**config.mk**
```make
export PLATFORM = sky130hd
export DESIGN_NAME = timer_sequencer
export DESIGN_NICKNAME = d
export VERILOG_FILES = /design/src/rtl/timer_sequencer.sv
export SDC_FILE = /design/constraint.sdc
export NUM_CORES = 1
export LEC_CHECK = 0
export ABC_AREA = 1
export BUFFER_PORTS_ARGS = -buffer_cell sky130_fd_sc_hd__buf_2
export CORE_UTILIZATION = 58
export DETAILED_ROUTE_END_ITERATION = 6
export GPL_TIMING_DRIVEN = 0
export PLACE_DENSITY = 0.84
export SLEW_MARGIN = 20
export SYNTH_ARGS = -nofsm -noshare
export SYNTH_HDL_FRONTEND = slang
export SYNTH_SLANG_ARGS = --single-unit
```
**constraint.sdc**
```tcl
create_clock -name CLK -period 2.38 [get_ports CLK]
set_input_delay 0.238 -clock CLK [delete_from_list [all_inputs] [get_ports CLK]]
set_output_delay 0.238 -clock CLK [all_outputs]
set_load 0.02 [all_outputs]
```
**src/rtl/timer_sequencer.sv**
```systemverilog
// timer_sequencer: on an upstream request, drives a companion N-cycle START/READY/RESET timer a programmed number of times.
// Optional WAIT-state watchdog is built when TIMER_SEQUENCER_WATCHDOG_EN is defined.
module timer_sequencer #(
  parameter int N        = 8,
  parameter int WD_LIMIT = 2 * N
) (
  input  logic       CLK,
  input  logic       N_RESET,
  input  logic       REQ,
  input  logic [7:0] REPEATS,
  output logic       START,
  output logic       RESET,
  input  logic       READY,
  output logic       BUSY,
  output logic       DONE,
  output logic       ERR,
  output logic [7:0] COUNT,
  output logic [2:0] fsm_state
);

  // Handshake: START and RESET are one-cycle Moore pulses toward the timer (RESET held only in FAULT);
  // READY is a level sampled only in WAIT, and REQ=0 in WAIT wins over READY.
  typedef enum logic [2:0] {
    S_IDLE  = 3'd0,
    S_ARM   = 3'd1,
    S_WAIT  = 3'd2,
    S_CLEAR = 3'd3,
    S_DONE  = 3'd4,
    S_ABORT = 3'd5,
    S_FAULT = 3'd6
  } state_t;

  state_t     state;
  state_t     next_state;
  logic [7:0] remaining;

  if (N < 3 || WD_LIMIT < N) begin : g_param_check
    $error("timer_sequencer: requires N >= 3 and WD_LIMIT >= N");
  end

`ifdef TIMER_SEQUENCER_WATCHDOG_EN
  localparam int WD_W = $clog2(WD_LIMIT + 1);
  logic [WD_W-1:0] wd;

  always_ff @(posedge CLK or negedge N_RESET) begin
    if (!N_RESET) begin
      wd <= '0;
    end else if (state == S_ARM) begin
      wd <= '0;
    end else if (state == S_WAIT && REQ && !READY && wd != WD_W'(WD_LIMIT)) begin
      wd <= wd + WD_W'(1);
    end
  end
`endif

  always_ff @(posedge CLK or negedge N_RESET) begin
    if (!N_RESET) begin
      state <= S_IDLE;
    end else begin
      state <= next_state;
    end
  end

  always_comb begin
    next_state = state;
    case (state)
      S_IDLE: begin
        if (REQ) next_state = (REPEATS != 8'd0) ? S_ARM : S_DONE;
      end
      S_ARM: next_state = REQ ? S_WAIT : S_ABORT;
      S_WAIT: begin
        if (!REQ) next_state = S_ABORT;
        else if (READY) next_state = S_CLEAR;
`ifdef TIMER_SEQUENCER_WATCHDOG_EN
        else if (wd == WD_W'(WD_LIMIT - 1)) next_state = S_FAULT;
`endif
      end
      // The timer is cleared in this cycle, so a dropped request needs no extra ABORT pulse.
      S_CLEAR: begin
        if (!REQ) next_state = S_IDLE;
        else if (remaining == 8'd1) next_state = S_DONE;
        else next_state = S_ARM;
      end
      S_DONE:  if (!REQ) next_state = S_IDLE;
      S_ABORT: next_state = S_IDLE;
      S_FAULT: if (!REQ) next_state = S_IDLE;
      default: next_state = S_IDLE;
    endcase
  end

  always_ff @(posedge CLK or negedge N_RESET) begin
    if (!N_RESET) begin
      remaining <= 8'd0;
      COUNT     <= 8'd0;
    end else if (state == S_IDLE && REQ) begin
      remaining <= REPEATS;
      COUNT     <= 8'd0;
    end else if (state == S_CLEAR) begin
      remaining <= remaining - 8'd1;
      COUNT     <= COUNT + 8'd1;
    end
  end

  always_comb begin
    START = 1'b0;
    RESET = 1'b0;
    BUSY  = 1'b0;
    DONE  = 1'b0;
    ERR   = 1'b0;
    case (state)
      S_ARM: begin
        START = 1'b1;
        BUSY  = 1'b1;
      end
      S_WAIT: BUSY = 1'b1;
      S_CLEAR, S_ABORT: begin
        RESET = 1'b1;
        BUSY  = 1'b1;
      end
      S_DONE: DONE = 1'b1;
      S_FAULT: begin
        RESET = 1'b1;
`ifdef TIMER_SEQUENCER_WATCHDOG_EN
        ERR   = 1'b1;
`endif
      end
      default: ;
    endcase
  end

  assign fsm_state = state;

endmodule

```
==> flow_metrics.py <==
metrics = {
    "logic_synthesis": {
        "syn-num-nets": 207,
        "synth-seq-cells": 19,
        "syn_area_um2": 1297,
        "yosysUniqueCellTypes": 25,
        "syn_inst": 192,
        "synth_warnings": 0,
        "synth.avg_cell_area_um2": 6.758,
        "yosysSeqAreaShare_pct": 36.64,
    },
    "drt": {
        "vias": 1337,
        "drtPass1Iterations": 4,
        "drc_errors": 0,
        "avgViaCountPerCell": 5.348,
        "ant_nets": 0,
        "wl_um": 2926,
        "drtIter0Drc": 46,
        "wl_per_cell_um": 11.70,
    },
    "clocking": {
        "htree_levels": 1,
        "clkLatencyLatePin_ps": 290,
        "cts_resized": 0,
        "post_cts_buffers": 0,
        "cts-root-buf": "clkbuf_4",
        "clock-sinks": 19,
        "clkTransAtPathRegs_ps": 110,
        "cts_tree": "built",
        "clockBufferDepth": 2,
        "ctsHoldBuffers": 1,
        "cts-buffers-inserted": 3,
    },
    "final_layout": {
        "drive_above_1_share_pct": 18.39,
        "area_growth_pct": 15.43,
        "diodes": 0,
        "fillers": 181,
        "nets": 239,
        "layout_commonest_cell": "nand2_1",
        "layout_common_cells": "64 x nand2_1, 28 x buf_2, 27 x inv_1",
    },
    "power_and_ir_drop": {
        "p_leak_nw": 0.8550,
        "p_sw_share_pct": 49.74,
        "ir_drop_mv": 0.8048,
        "clkPwrFrac_pct": 10.6,
        "seqPwrFrac_pct": 34.8,
        "p_int_mw": 0.7739,
        "p_switching_mw": 0.7658,
        "powerDensity_nw_per_um2": 1028,
        "power.total_mw": 1.540,
        "combPwrFrac_pct": 54.6,
    },
    "placement": {
        "post-dp-hpwl_um": 2246,
        "portBuffers": 26,
        "place_congestion": 0.9189,
    },
    "sta": {
        "report.final.hold_viol_count": 0,
        "period_share_pct": 71.13,
        "finalSetupTns_ps": 0,
        "max_freq_ghz": 0.5907,
        "clock_skew_ps": 5.197,
        "slew_violations": 0,
        "finalSetupViolCount": 0,
        "fin_crit_ps": 1693,
        "grt_setup_unrepaired": "false",
    },
    "global_routing": {
        "grt_pass1_wl_um": 4947,
        "grtUsageTotal_pct": 26.29,
        "grt_max_degree": 20,
        "grt_pass1_vias": 1197,
        "gr-total-overflow": 0,
        "antenna_found_initial": 0,
    },
    "critical_path": {
        "required_ps": 2140,
        "worstPathArrival_ps": 1450,
        "crit_buf_inv": 2,
        "slowest_delay_ps": 510,
        "worstPathCellList": "inv_1 -> nand2_1 -> nand2_1 -> nand2_1 -> nand2_1 -> buf_2",
        "path_max_fanout": 6,
        "cp_top_family": "flip-flops",
        "critical_path_class": "flop to output port",
        "crit_path_top_delay_cell": "dfrtp_1",
        "worst_setup_path_end_kind": "output port",
        "cp_common_cell": "nand2_1",
        "cp-start-kind": "flop",
    },
    "floorplanning": {
        "die-area_um2": 2430,
        "start_util_pct": 64.17,
        "design.core.area_um2": 2022,
        "std_cell_rows": 16,
        "die_w_um": 49.30,
        "ios": 28,
        "die_h_um": 49.30,
    },
    "worst_hold_path": {
        "min_path_type": "input port to flop",
    },
    "flow_run": {
        "maxCapViolations": 0,
    },
    "status": {
        "status": "completed",
    },
}
-- metrics by stage --
stage | hold WS [ps] | setup slack [ps] | cell area, um2 | instances | utilization (%)
final | 171.8 | 687.2 | 1498 | 250 | 74.07
after global routing | 163.0 | 561.4 | 1498 | 250 | 74.07
after CTS | 166.1 | 698.5 | 1498 | 250 | 74.07
after detailed placement | 203.2 | 874.4 | 1461 | 245 | 72.28
after global placement | 193.0 | 937.4 | 1461 | 245 | 72.28
after floorplan | -57.59 | 914.4 | 1297 | 192 | -
-- final cells by class --
class,instances,area [um2],share of cell area [%]
Sequential cell,19,475.5,31.75
Buffer,4,28.78,1.921
Timing Repair Buffer,27,140.1,9.357
Inverter,28,105.1,7.018
Multi-Input combinational cell,141,688.2,45.95
Clock buffer,4,26.28,1.754
Tap cell,27,33.78,2.256
-- kinds of logic after synthesis --
kind of cell    after synthesis  synth area share [%]
other cells                   1                0.2890
flops                        19                 36.64
fa+ha+maj                     3                 2.893
compound gates               22                 9.643
simple gates                115                 40.21
buf+inv                      32                 10.32
-- tightest hold or removal path, stage by stage --
cell and delay (ps):
buf_2 90, nand2_1 50, nand3_1 70
-- power by group through the flow --
stage	sequential, mW	combinational [mW]	clock, mW
6_report	0.536	0.840	0.163
5_1_grt	0.553	0.948	0.182
4_1_cts	0.534	0.837	0.170
3_5_place_dp	0.540	0.832	0
3_3_place_gp	0.533	0.808	0
2_1_floorplan	0.556	0.597	0
-- metal layers --
layer / routed length [um] / global-route usage (%) / vias to the layer above
li1: - / - / 674
met1: 1291 / 32.53 / 626
met2: 1513 / 47.95 / 35
met3: 107 / 3.115 / 2
met4: 13 / 6.373 / 0
met5: 0 / 0 / -
-- cells in the mapped netlist --
cell	instances	share of area, %
buf_6	1	0.87
nand3_4	1	1.4
buf_4	1	0.58
buf_2	2	0.77
a21boi_0	1	0.58
nand2_1	64	19
or2_2	1	0.48
nor3_4	1	1.3
nor3_1	1	0.39
nand2_4	2	1.7
nand2_2	1	0.48
ha_1	3	2.9
a211oi_1	1	0.58
nand3_1	19	7.3
nand3_2	1	0.77
inv_2	1	0.29
nor2_1	19	5.5
dfrtp_1	19	37
conb_1	1	0.29
o21bai_1	2	1.2
a21oi_1	4	1.5
inv_1	27	7.8
o211ai_1	2	1.2
nand4_1	5	2.4
o21ai_0	12	4.6
-- state kept, by name, summed over array words and instances (netlist names) --
signal / cells
fsm_state: 3
COUNT: 8
remaining: 8
-- path summary, 6_finish.rpt --
| path | from | end | slack [ps] | cells past startpoint |
|---|---|---|---|---|
| max | fsm_state[0] | RESET | 690 | 6 |
| min | REPEATS[3] | remaining[3] | 170 | 3 |
| max reg2reg | fsm_state[1] | remaining[1] | 870 | 7 |
| min reg2reg | remaining[1] | remaining[1] | 510 | 2 |
| max in group asynchronous | N_RESET | remaining[0] | 1670 | 2 |
| min in group asynchronous | N_RESET | COUNT[5] | 400 | 2 |
Note: power is estimated with default switching activity, not from simulation.
